**src/rtl/pipe_skid_buffer.sv**
```systemverilog
// pipe_skid_buffer: two-entry registered skid buffer with flush and bubble insertion
module pipe_skid_buffer #(
  parameter int               WIDTH  = 64,
  parameter logic [WIDTH-1:0] BUBBLE = {WIDTH{1'b0}}
) (
  input  logic             Clk,
  input  logic             Rst,
  input  logic [WIDTH-1:0] In,
  input  logic             InValid,
  output logic             InReady,
  output logic [WIDTH-1:0] Out,
  output logic             OutValid,
  input  logic             OutReady,
  input  logic             Flush,
  output logic [1:0]       Count
);
  logic [WIDTH-1:0] r_main, r_skid;
  logic [1:0]       r_count;
  logic             r_valid, r_ready;
  logic             w_accept, w_consume;
  assign w_accept  = InValid & r_ready;
  assign w_consume = r_valid & OutReady;
  // r_main is reloaded with BUBBLE whenever it empties, so Out needs no output mux
  always_ff @(posedge Clk) begin
    if (Rst || Flush) begin
      r_main  <= BUBBLE;
      r_count <= 2'd0;
      r_valid <= 1'b0;
      r_ready <= 1'b1;
    end else begin
      case (r_count)
        2'd0: if (w_accept) begin
          r_main  <= In;
          r_count <= 2'd1;
          r_valid <= 1'b1;
        end
        2'd1: if (w_accept && w_consume) begin
          r_main <= In;
        end else if (w_accept) begin
          r_skid  <= In;
          r_count <= 2'd2;
          r_ready <= 1'b0;
        end else if (w_consume) begin
          r_main  <= BUBBLE;
          r_count <= 2'd0;
          r_valid <= 1'b0;
        end
        2'd2: if (w_consume) begin
          r_main  <= r_skid;
          r_count <= 2'd1;
          r_ready <= 1'b1;
        end
        default: begin
          r_main  <= BUBBLE;
          r_count <= 2'd0;
          r_valid <= 1'b0;
          r_ready <= 1'b1;
        end
      endcase
    end
  end
  assign Out      = r_main;
  assign OutValid = r_valid;
  assign InReady  = r_ready;
  assign Count    = r_count;
endmodule
```
**config.mk**
```make
export PLATFORM = sky130hd
export DESIGN_NAME = pipe_skid_buffer
export DESIGN_NICKNAME = d
export VERILOG_FILES = /design/src/rtl/pipe_skid_buffer.sv
export SDC_FILE = /design/constraint.sdc
export NUM_CORES = 1
export LEC_CHECK = 0
export BUFFER_PORTS_ARGS = -buffer_cell sky130_fd_sc_hd__clkbuf_2
export CAP_MARGIN = 20
export CORE_UTILIZATION = 30
export CTS_BUF_LIST = sky130_fd_sc_hd__clkbuf_8
export DETAILED_ROUTE_END_ITERATION = 8
export SETUP_SLACK_MARGIN = 0.15
export SLEW_MARGIN = 20
export SYNTH_ARGS = -nofsm -noshare
export SYNTH_HDL_FRONTEND = slang
export SYNTH_SLANG_ARGS = --single-unit
```
**constraint.sdc**
```tcl
create_clock -name Clk -period 10.2 [get_ports Clk]
set_clock_uncertainty 0.2 [all_clocks]
set_input_delay 1.02 -clock Clk [delete_from_list [all_inputs] [get_ports Clk]]
set_output_delay 1.02 -clock Clk [all_outputs]
set_load 0.02 [all_outputs]
```
==> results.cfg <==
[synthesis]
synth.area.mux_share_pct = 11.1
synth_cell_types = 28
synth_xor_area_share_pct = 0.273
avgSynthCellArea_sq_um = 11.0
synth_nets = 612
synth_seq_cells = 132
synth_top_family_by_area = compound AO/OA/AOI/OAI gates
synth_compound_area_share_pct = 16.4
synth_fa_ha_area_share_pct = 0
synthSimpleGateAreaFrac_pct = 12.0
syn_area_sq_um = 5960
synthCells = 543
synth_warnings = 0
ys_seq_area_share_pct = 55.1

[worst_setup_path]
rr_worst_depth = 6
crit_start = OutReady
crit_type = in2reg
crit_required_ns = 10.39
cp-start-kind = primary input
end_kind = flop
rrSetupSlack_ns = 7.09
timing.rr.start = Count[1]$_SDFFE_PP0P_
crit_fanout = 68
cp.arrival_ns = 3.54
r2r-end = Out[41]$_SDFFE_PP0P_
endpoint = Out[60]$_SDFFE_PP0P_

[clock_tree]
clk_latency_ns = 0.45
cts.sinks = 132
cts_tree = yes
cts_resized = 0
cts_buffers = 17
cts_setup_buffers = 0
path_clk_slew_ns = 0.08
postCtsHoldBufs = 0
clk_path_buf_depth = 2
htreeDepth = 4
cts_root_buffer = clkbuf_8

[pwr]
power_density_nw_per_um2 = 165
p_leak_nw = 2.48
peakVddDrop_v = 0.0000809
total_power_mw = 1.18

[final_layout]
antenna_cells = 0
mostFrequentLayoutCells = clkbuf_2, o22ai_1, mux2i_1, nor2_1
final_common_cell = clkbuf_2
layout-drive-gt1-share_pct = 28.9
nets = 713
fillers = 1924
postLayoutCellArea_sq_um = 7190
finalNonFillerCells = 922
utilization_pct = 36.9
ff_latch_area_sq_um = 3290
multiInputGateArea_sq_um = 2380
area_growth_syn_to_layout_pct = 20.6

[die]
row_count = 51
core_sq_um = 19500
dieArea_sq_um = 20400
die_w_um = 143
ioPinCount = 137
start_util_pct = 30.6
die_h_um = 143

[global_routing]
gr-total-overflow = 0
grt_util_all_layers_pct = 16.7
antenna_found_initial = 0
grt_first_pass_wirelength_mm = 25.9
grt_pass1_vias = 4717
grt_start_max_net_pins = 71

[place]
place_hpwl_mm = 9.30
place.gp.congestion = 0.712
placedCellCount = 890
dpl_cell_area_sq_um = 6770
place.port_buffers = 136
preCtsSetupSlack_ns = 6.39

[route]
avgRoutedWirePerCell_um = 18.0
drtIter0Drc = 281
vias_per_cell = 5.29
via_count = 4876
ant_nets = 0
routed_wl_mm = 16.6
drc_errors = 0
drtPass1Iterations = 5

[timing]
final_hold_viol_count = 0
tns_ns = 0
drv_slew = 0
fmax_mhz = 299
period_share_pct = 32.8
layout_setup_ws_ns = 6.85
finalCriticalPeriod_ns = 3.35
finalSetupViolations = 0
timing.hold.ws_ns = 0.323
rsz0062_at_grt = false
tightest_slew_ns = 0.881
slew_headroom_pct = 41.2

[worst_hold_path]
hp-class = reg2reg

[outcome]
outcome = finished, final reports clean

[run]
drv_cap = 0
-- registers in the layout, summed over array words and instances, names as in the netlist --
register and flops:
InReady 1, r_skid 64, Out 64, OutValid 1
Count 2
-- worst max-delay path, cell delays in order --
cell and delay (ns):
clkbuf_2 0.07, buf_4 0.61, nand2_1 0.25, o2bb2ai_4 0.76, buf_4 0.50, a22oi_1 0.15, nor2_1 0.11
-- cell usage after synthesis --
cell | instances | area share, %
dfxtp_1 | 68 | 23
a21bo_1 | 1 | 0.17
and3b_1 | 1 | 0.15
o22ai_1 | 66 | 6.9
mux2_2 | 1 | 0.19
nand3b_1 | 1 | 0.13
a22oi_1 | 64 | 8.1
nor4_1 | 1 | 0.10
buf_4 | 8 | 1.0
clkbuf_1 | 28 | 1.8
nor3_1 | 1 | 0.084
edfxtp_1 | 64 | 32
mux2i_1 | 65 | 11
a21boi_1 | 1 | 0.13
buf_1 | 6 | 0.38
buf_2 | 23 | 1.9
inv_1 | 1 | 0.063
xnor2_2 | 1 | 0.27
nand2b_1 | 2 | 0.21
nor2b_1 | 1 | 0.10
nand4_1 | 64 | 6.7
nor2_1 | 65 | 4.1
a21oi_1 | 2 | 0.17
o2bb2ai_4 | 2 | 0.92
or2_1 | 1 | 0.10
o21ai_1 | 1 | 0.084
nand2_1 | 3 | 0.19
and2_1 | 1 | 0.10
-- area by class of cell --
| cell class | instances | area share, % |
|---|---|---|
| clock inverter | 13 | 2.18 |
| clock buffer | 19 | 3.64 |
| inverter | 1 | 0.0522 |
| multi-input combinational | 345 | 33.1 |
| tap | 265 | 4.61 |
| timing repair buffer | 147 | 10.6 |
| sequential | 132 | 45.8 |
-- worst min path at each step --
stage,from,to,cells after the start
after floorplan,Out[60]$_SDFFE_PP0P_,Out[60]$_SDFFE_PP0P_,2
after global placement,Out[54]$_SDFFE_PP0P_,Out[54]$_SDFFE_PP0P_,2
after detailed placement,Out[50]$_SDFFE_PP0P_,Out[50]$_SDFFE_PP0P_,2
after CTS,Out[27]$_SDFFE_PP0P_,Out[27]$_SDFFE_PP0P_,2
after global routing,Out[56]$_SDFFE_PP0P_,Out[56]$_SDFFE_PP0P_,2
final,Out[55]$_SDFFE_PP0P_,Out[55]$_SDFFE_PP0P_,2
-- metal layers --
metal	track usage [%]	share of wire, %	vias up
li1	-	-	2327
met1	21.9	48	2364
met2	26.0	46	172
met3	4.23	5.7	13
met4	6.79	1.1	0
met5	0	0	-
-- kinds of logic (layout without fill, tap and decap cells) --
kind of cell    Yosys count  count (layout)
simple gates            141             141
compound gates          137             137
flops                   132             132
mux                      66              66
buf+inv                  66             180
xor+xnor                  1               1
-- where the power goes --
part / internal, mW / total [mW] / leakage (nW) / switching, mW
sequential: 0.566 / 0.573 / 1.13 / 0.00706
clock: 0.253 / 0.469 / 0.200 / 0.216
combinational: 0.0490 / 0.142 / 1.15 / 0.0933
total: 0.868 / 1.18 / 2.48 / 0.316
(Power assumes the default switching activity.)
